===== src/rtl/msrv32_prefetch_unit.sv =====
// ---------------------------------------------------------------------------
// msrv32_prefetch_unit
//
// Instruction prefetcher for the msrv32 core. It issues pipelined AHB-style
// fetches (the address phase of one access overlaps the data phase of the
// previous one) and queues the returned words with their PCs in a small FIFO
// that the decode stage drains through a valid/ready handshake. A redirect
// (flush) empties the queue, restarts fetching at the new target and throws
// away any response still owed by memory.
//
// Parameters
//   BOOT_ADDRESS : first fetch address after reset
//   DEPTH        : instruction buffer entries (2, 4, 8 or 16)
//
// Ports
//   clk_in               : clock, all state changes on the rising edge
//   rst_in               : synchronous active-high reset
//   imaddr_out           : instruction memory address (address phase)
//   instr_req_out        : address phase valid
//   instr_in             : instruction memory read data (data phase)
//   instr_hready_in      : memory ready; low stretches the current phases
//   flush_in             : redirect request
//   flush_pc_in          : redirect target
//   instr_out            : head-of-buffer instruction
//   instr_pc_out         : PC of instr_out
//   instr_valid_out      : instr_out / instr_pc_out valid
//   instr_ready_in       : consumer accepts the head entry
//   misaligned_instr_out : last redirect target was not word aligned
//   count_out            : buffer occupancy
//
// Optional feature
//   MSRV32_PREFETCH_BYPASS_EN : when defined, a word returning into an empty
//   buffer is forwarded straight to instr_out in the same cycle, saving one
//   cycle of fetch latency.
// ---------------------------------------------------------------------------
module msrv32_prefetch_unit #(
  parameter logic [31:0] BOOT_ADDRESS = 32'h00000000,
  parameter int          DEPTH        = 4
) (
  input  logic                     clk_in,
  input  logic                     rst_in,
  output logic [31:0]              imaddr_out,
  output logic                     instr_req_out,
  input  logic [31:0]              instr_in,
  input  logic                     instr_hready_in,
  input  logic                     flush_in,
  input  logic [31:0]              flush_pc_in,
  output logic [31:0]              instr_out,
  output logic [31:0]              instr_pc_out,
  output logic                     instr_valid_out,
  input  logic                     instr_ready_in,
  output logic                     misaligned_instr_out,
  output logic [$clog2(DEPTH):0]   count_out
);

  localparam int AW = $clog2(DEPTH);
  localparam int CW = AW + 1;
  localparam logic [CW:0] DEPTH_W = DEPTH[CW:0];

  typedef enum logic [1:0] {FETCH, STALL, DRAIN, MISALIGN} state_t;

  state_t          state;
  logic [31:0]     fetch_pc;
  logic            req_q;
  logic            dphase_valid;
  logic            dphase_discard;
  logic [31:0]     dphase_pc;
  logic            misaligned;
  logic [31:0]     buf_instr [DEPTH];
  logic [31:0]     buf_pc    [DEPTH];
  logic [AW-1:0]   rd_ptr;
  logic [AW-1:0]   wr_ptr;
  logic [CW-1:0]   count;

  logic            addr_accept;
  logic            data_done;
  logic            buf_push;
  logic            buf_pop;
  logic [CW-1:0]   count_next;
  logic            room;
`ifdef MSRV32_PREFETCH_BYPASS_EN
  logic            bypass_hit;
`endif

  // fetch_pc doubles as the live address-phase register: it only moves when
  // the current address phase is accepted or a redirect arrives.
  assign imaddr_out           = fetch_pc;
  assign instr_req_out        = req_q;
  assign misaligned_instr_out = misaligned;
  assign count_out            = count;

  // Issue decision looks at the occupancy after this edge plus the access
  // that becomes a data phase at this edge, so every issued request already
  // owns a free buffer slot and a push can never overflow.
  always_comb begin
    addr_accept = req_q && instr_hready_in;
    data_done   = dphase_valid && instr_hready_in && !dphase_discard && !flush_in;
    buf_pop     = (count != '0) && instr_ready_in && !flush_in;
`ifdef MSRV32_PREFETCH_BYPASS_EN
    bypass_hit  = data_done && (count == '0);
    buf_push    = data_done && !(bypass_hit && instr_ready_in);
`else
    buf_push    = data_done;
`endif
    count_next  = count + CW'(buf_push) - CW'(buf_pop);
    room        = ({1'b0, count_next} + {{CW{1'b0}}, req_q}) < DEPTH_W;
  end

  always_comb begin
    instr_out       = buf_instr[rd_ptr];
    instr_pc_out    = buf_pc[rd_ptr];
    instr_valid_out = (count != '0);
`ifdef MSRV32_PREFETCH_BYPASS_EN
    if (bypass_hit) begin
      instr_out       = instr_in;
      instr_pc_out    = dphase_pc;
      instr_valid_out = 1'b1;
    end
`endif
  end

  // Storage needs no reset: pointers and count define which slots are live.
  always_ff @(posedge clk_in) begin
    if (buf_push) begin
      buf_instr[wr_ptr] <= instr_in;
      buf_pc[wr_ptr]    <= dphase_pc;
    end
  end

  // A flush withdraws any pending address phase and marks whatever data
  // phase is still owed as stale; DRAIN waits for that stale response so it
  // cannot be mistaken for the first word at the new target.
  always_ff @(posedge clk_in) begin
    if (rst_in) begin
      state          <= FETCH;
      fetch_pc       <= BOOT_ADDRESS;
      req_q          <= 1'b0;
      dphase_valid   <= 1'b0;
      dphase_discard <= 1'b0;
      dphase_pc      <= '0;
      misaligned     <= 1'b0;
      rd_ptr         <= '0;
      wr_ptr         <= '0;
      count          <= '0;
    end else if (flush_in) begin
      rd_ptr         <= '0;
      wr_ptr         <= '0;
      count          <= '0;
      fetch_pc       <= flush_pc_in;
      req_q          <= 1'b0;
      dphase_discard <= 1'b1;
      if (instr_hready_in) begin
        dphase_valid <= req_q;
        dphase_pc    <= fetch_pc;
      end
      if (flush_pc_in[1:0] != 2'b00) begin
        state      <= MISALIGN;
        misaligned <= 1'b1;
      end else begin
        misaligned <= 1'b0;
        state      <= (instr_hready_in ? req_q : dphase_valid) ? DRAIN : FETCH;
      end
    end else begin
      if (buf_push) wr_ptr <= wr_ptr + AW'(1);
      if (buf_pop)  rd_ptr <= rd_ptr + AW'(1);
      count <= count_next;
      if (instr_hready_in) begin
        dphase_valid   <= req_q;
        dphase_pc      <= fetch_pc;
        dphase_discard <= 1'b0;
        if (addr_accept) fetch_pc <= fetch_pc + 32'd4;
        case (state)
          FETCH, STALL: begin
            req_q <= room;
            state <= room ? FETCH : STALL;
          end
          DRAIN: begin
            req_q <= 1'b0;
            state <= FETCH;
          end
          default: req_q <= 1'b0;
        endcase
      end
    end
  end

endmodule


===== config.mk =====
export PLATFORM = sky130hd
export DESIGN_NAME = msrv32_prefetch_unit
export DESIGN_NICKNAME = d
export VERILOG_FILES = /design/src/rtl/msrv32_prefetch_unit.sv
export SDC_FILE = /design/constraint.sdc
export NUM_CORES = 1
export LEC_CHECK = 0
export CORE_MARGIN = 10
export CORE_UTILIZATION = 35
export CTS_CLUSTER_DIAMETER = 200
export DETAILED_ROUTE_END_ITERATION = 12
export RECOVER_POWER = 100
export SETUP_SLACK_MARGIN = 0.02
export SLEW_MARGIN = 20
export SYNTH_ARGS = -nofsm -noshare
export SYNTH_HDL_FRONTEND = slang
export SYNTH_SLANG_ARGS = --single-unit

===== constraint.sdc =====
create_clock -name clk_in -period 5.24 [get_ports clk_in]
set_clock_uncertainty 0.1 [all_clocks]
set_input_delay 1.048 -clock clk_in [delete_from_list [all_inputs] [get_ports clk_in]]
set_output_delay 1.048 -clock clk_in [all_outputs]
set_load 0.03 [all_outputs]

-- Word level (Yosys, flattened, before mapping)
Memories as Yosys holds them, arrays and structs flattened. A register that Yosys moved wholly into a read port is not among the register bits.
Index checks and enable logic that the tools add are counted.
- bits in registers: 77
- RAM bits: 256
- bits of input ports: 69
- output and inout port bits: 102
- memories: 2
- add/subtract/negate cells: 6
- magnitude comparators: 1
- equal/unequal tests: 2
- multiplexer cells: 20
- reduce and logical (&&, ||, !) cells: 18
- memory list (memory ; depth ; bits a word ; read ports ; clocked after Yosys merged registers in ; wr ports ; RTL line ; text):
    buf_instr ; 4 ; 32 ; 1 ; 1 ; 1 ; 69 ; logic [31:0] buf_instr [DEPTH];
    buf_pc ; 4 ; 32 ; 1 ; 1 ; 1 ; 70 ; logic [31:0] buf_pc [DEPTH];
- operators by type and width (cell ; number):
    32-bit 2-to-1 mux ; 3
    32-bit by 3-bit adder with 32-bit output (second input constant) ; 1
    2-bit 2-to-1 mux ; 8
    1-bit 2-to-1 mux ; 8
    1-bit logical AND ; 6
    2-bit nonzero test ; 3
    3-bit nonzero test ; 2
    2-bit by 1-bit adder with 2-bit output (second input constant) ; 2
    3-bit by 1-bit adder with 4-bit output ; 1
    4-bit by 3-bit < comparator with 1-bit output (second input constant) ; 1
    2-bit one-hot mux with 2 select lines ; 1
    2-bit AND reduction ; 2
    2-bit OR reduction ; 2
    3-bit by 1-bit adder with 3-bit output ; 1
    3-bit by 1-bit subtractor with 3-bit output ; 1
    2-bit by 1-bit == test with 1-bit output (second input constant) ; 1
    2-bit == test (second input constant) ; 1
    1-bit zero test ; 2
    2-bit zero test ; 1

-- Depth between registers and ports, before layout
- depth after elaboration: 11
- mapped depth: 12
- mapped depth without buffers: 12

-- Worst setup path after synthesis
Ideal clock, no wire load.
- path type: in2reg
- start point: input flush_in
- end point: memory buf_instr[0][0], enable pin
- library setup time: 0.429 ns
- data arrival time: 3.090 ns
- required time: 4.711 ns
- setup slack: 1.622 ns
- stages: 3
- path through: nor4bb_1 > clkbuf_1 > and2_1
- cells in the longest elaborated chain, start to end: 4
- ends and longest elaborated chain (item ; RTL line ; text):
    start: declaration ; 46 ; input logic flush_in,
    1-bit zero test ; 97 ; data_done = dphase_valid && instr_hready_in && !dphase_discard && !flush_in;
    1-bit logical AND ; 97 ;
    1-bit 2-to-1 mux ; 124 ; if (buf_push) begin
    1-bit 2-to-1 mux (implied by the code) ; 125 ; buf_instr[wr_ptr] <= instr_in;
    end: declaration ; 69 ;
No other way between the ends.

-- Final worst setup path
- start point: input flush_in
- end point: register fetch_pc[30], in the netlist imaddr_out[30]
- cells in the longest elaborated chain, start to end: 2
- elaborated cells on any way between the ends: 4
- those cells by class: mux: 1; reduce/logical: 3
- ends and longest elaborated chain (item ; RTL line ; text):
    2-bit nonzero test (no line) ; n/a ;
    2-bit AND reduction (no line) ; n/a ;
    end signal: assignment ; 149 ; fetch_pc <= flush_pc_in;
    end signal: assignment ; 171 ; if (addr_accept) fetch_pc <= fetch_pc + 32'd4;
    end: declaration ; 63 ; logic [31:0] fetch_pc;
Parallel ways exist; a longest one is shown, timed or not.
A chain may end at the register's enable or synchronous reset.

==> flow_summary.toml <==
[status]
status = "complete, but fails checks"
violations = "max-capacitance violations, max-slew violations"

[global_routing]
antenna_found_initial = 1
grt.busiest_layer = "met2"
grt_use_met3 = 0.04170
grt_pass1_vias = 7540
gr-usage-met2 = 0.2099
grt_usage = 0.1372
grt_util_met1 = 0.1877
grt_pass1_wl_mm = 47.43
grt_max_degree = 65
overflow = 0

[final_layout]
multi_input_area_um2 = 3344
fillers = 3187
area_growth_pct = 26.85
drive_gt1_frac = 0.1349
regArea_um2 = 9274
nets = 1006
diodes = 0

[clock_network]
cts_tree = "built"
clk_root_buffer_cell = "clkbuf_16"
clk_pin_slew_worst_paths_ns = 0.06
cts_buffer_depth = 3
ctsResizeCount = 0
h-tree-depth = 2
postCtsHoldBufs = 0
cts.sinks = 335
clock_latency_ns = 0.51
cts_buffers = 37
cts_setup_buffers = 0

[placed_design]
hpwlAfterDp_mm = 19.58
place_congestion = 0.7882
portBuffers = 170

[power]
clockPowerShare = 0.457
comb_power_share = 0.040
powerDensity_nw_per_um2 = 358.2
switching_share = 0.2067
ir_worst_vdd_uv = 180.6
switchingPower_uw = 1206
p_total_uw = 5835
p_int_uw = 4628
p_leak_uw = 0.005228
sequentialPowerShare = 0.503

[worst_setup_path]
rr_worst_depth = 4
required_ns = 5.53
cp_max_fo = 30
start_kind = "input port"
arrival_ns = 4.77
critPathKind = "in -> reg"
critical_path.endpoint_type = "flop"

[routing]
wl_mm = 30.87
ant_nets = 0
num_vias = 7209
wl_per_cell_um = 21.68
vias_per_cell = 5.063
drc = 0
drt-initial-drc-count = 352
dr.pass1.iters = 4

[logic_synthesis]
ys_top_cells_by_count = "edfxtp_1 (256), dfxtp_1 (79), nor2_1 (67)"
syn_inst = 747
synth.largest_area_cell = "edfxtp_1"
synth_top_family_by_area = "multiplexers"
synth_top_area_share = 0.5987
ys_ff_latch = 335
synth-xor-area-share = 0.01130
synth_compound_area_frac = 0.03508
ys_async_sr_fraction = 0
netlist_top_cells_area = "edfxtp_1 (60%), dfxtp_1 (12%), mux4_2 (11%), mux2i_1 (2.7%), nor2_1 (2.0%)"
synthesis.nets = 824
synth_edf_count = 256
synthAdderAreaFrac = 0.008380
yosysMostFrequentCell = "edfxtp_1"
avgSynthCellArea_um2 = 17.19
yosys_most_used_dff = "edfxtp_1"
synthDistinctLibCells = 46
ys_seq_area_frac = 0.7219
synthSimpleGateAreaFrac = 0.06724
netlist_area_um2 = 12840
synth_warnings = 0
synthMuxAreaShare = 0.1388

[sta]
slew_headroom = -0.5276
rsz0062_at_grt = "false"
holdWs_ns = 0.3762
hold_viol = 0
setup_viol = 0
fin_crit_sh = 0.8542
worst_pin_slew_ns = 2.291
fmax_mhz = 223.4
finalCriticalPeriod_ns = 4.476
setup_tns_ns = 0
drv_slew = 103

[die]
rows = 70
fp.dieW_um = 211.5
die_h_um = 211.5
start_util = 0.3524
ioPinCount = 171
die_area_um2 = 44750
core-area_um2 = 36430

[run]
maxCapViolCount = 2

[hold_path]
hold_path_depth = 2
hp-class = "reg -> reg"
==> metal layers <==
layer / wire, um / up-vias
met1: 14070 / 3625
li1: - / 3322
met5: 0 / -
met3: 2370 / 44
met2: 13910 / 218
met4: 520 / 0
==> cells in the final DEF (no fill, tap or decap), types with 7 or more instances in the layout <==
master and n:
and4_1 7, clkbuf_16 38, or4_1 10, clkdlybuf4s50_1 45
dfxtp_1 77, ha_1 7, clkbuf_1 22, o21ai_0 8
nand2_1 22, inv_1 16, nand3_1 11, mux2i_1 34
a311oi_1 9, dlygate4sd3_1 123, a21oi_1 13, or3_1 8
xnor2_1 7, a211oi_1 13, xor2_1 7, mux4_2 64
nand4_1 12, nor2_1 67, edfxtp_1 256
==> final cells by class <==
cell class / count / area share
sequential: 335 / 0.5694
tap: 468 / 0.03595
timing repair buffer: 185 / 0.1086
multi-input combinational: 354 / 0.2053
clock inverter: 19 / 0.01590
clock buffer: 47 / 0.06107
inverter: 16 / 0.003687
==> metrics by stage <==
stage | instance area, um2 | setup slack (ns) | cells | utilization
floorplan | 12840 | 1.622 | 747 | -
global placement | 15100 | 1.468 | 1358 | 0.4144
global route | 16290 | 0.4921 | 1424 | 0.4470
finish | 16290 | 0.7641 | 1424 | 0.4470
CTS | 16350 | 1.054 | 1424 | 0.4488
detailed placement | 15100 | 1.417 | 1358 | 0.4144
==> power by group through the flow <==
stage	Combinational, uW	Clock (uW)	Sequential, uW
after floorplan	88.0	0	3000
after global placement	244	0	2990
after detailed placement	246	0	2990
after CTS	247	2740	2940
after global routing	252	2850	2940
final	233	2670	2940
==> kinds of logic (layout without fill, tap and decap cells) <==
family | count (synthesis) | in the layout
muxes | 98 | 98
and+or+nand+nor | 169 | 169
buffers and inverters | 58 | 267
AOI/OAI and AO/OA | 64 | 64
xor gates and xnor gates | 15 | 15
adders and majority gates | 8 | 8
DFF | 335 | 335
==> sequential cells by signal, summed over array words and instances, names as in the netlist, 2 cells and up, named ones only <==
signal / flops
buf_instr: 128
buf_pc: 128
count_out: 3
dphase_pc: 32
imaddr_out: 32
rd_ptr: 2
state: 2
wr_ptr: 2
==> worst max-delay path: stages <==
cell and delay (ns):
dlygate4sd3_1 0.59, clkbuf_1 1.04, inv_1 0.74, clkbuf_1 0.69
and4_1 0.41, a2111oi_0 0.24
==> path summary, 6_finish.rpt <==
kind                                     from                          end  slack [ns]
hold reg to reg   dphase_discard$_SDFFE_PP0P_  dphase_discard$_SDFFE_PP0P_        0.38
hold / removal    dphase_discard$_SDFFE_PP0P_  dphase_discard$_SDFFE_PP0P_        0.38
setup reg to reg      dphase_valid$_SDFF_PP0_       buf_pc[3][4]$_DFFE_PP_        2.10
setup / recovery                     flush_in  imaddr_out[30]$_SDFFE_PP0P_        0.76
Note: power is estimated with default switching activity, not from simulation.
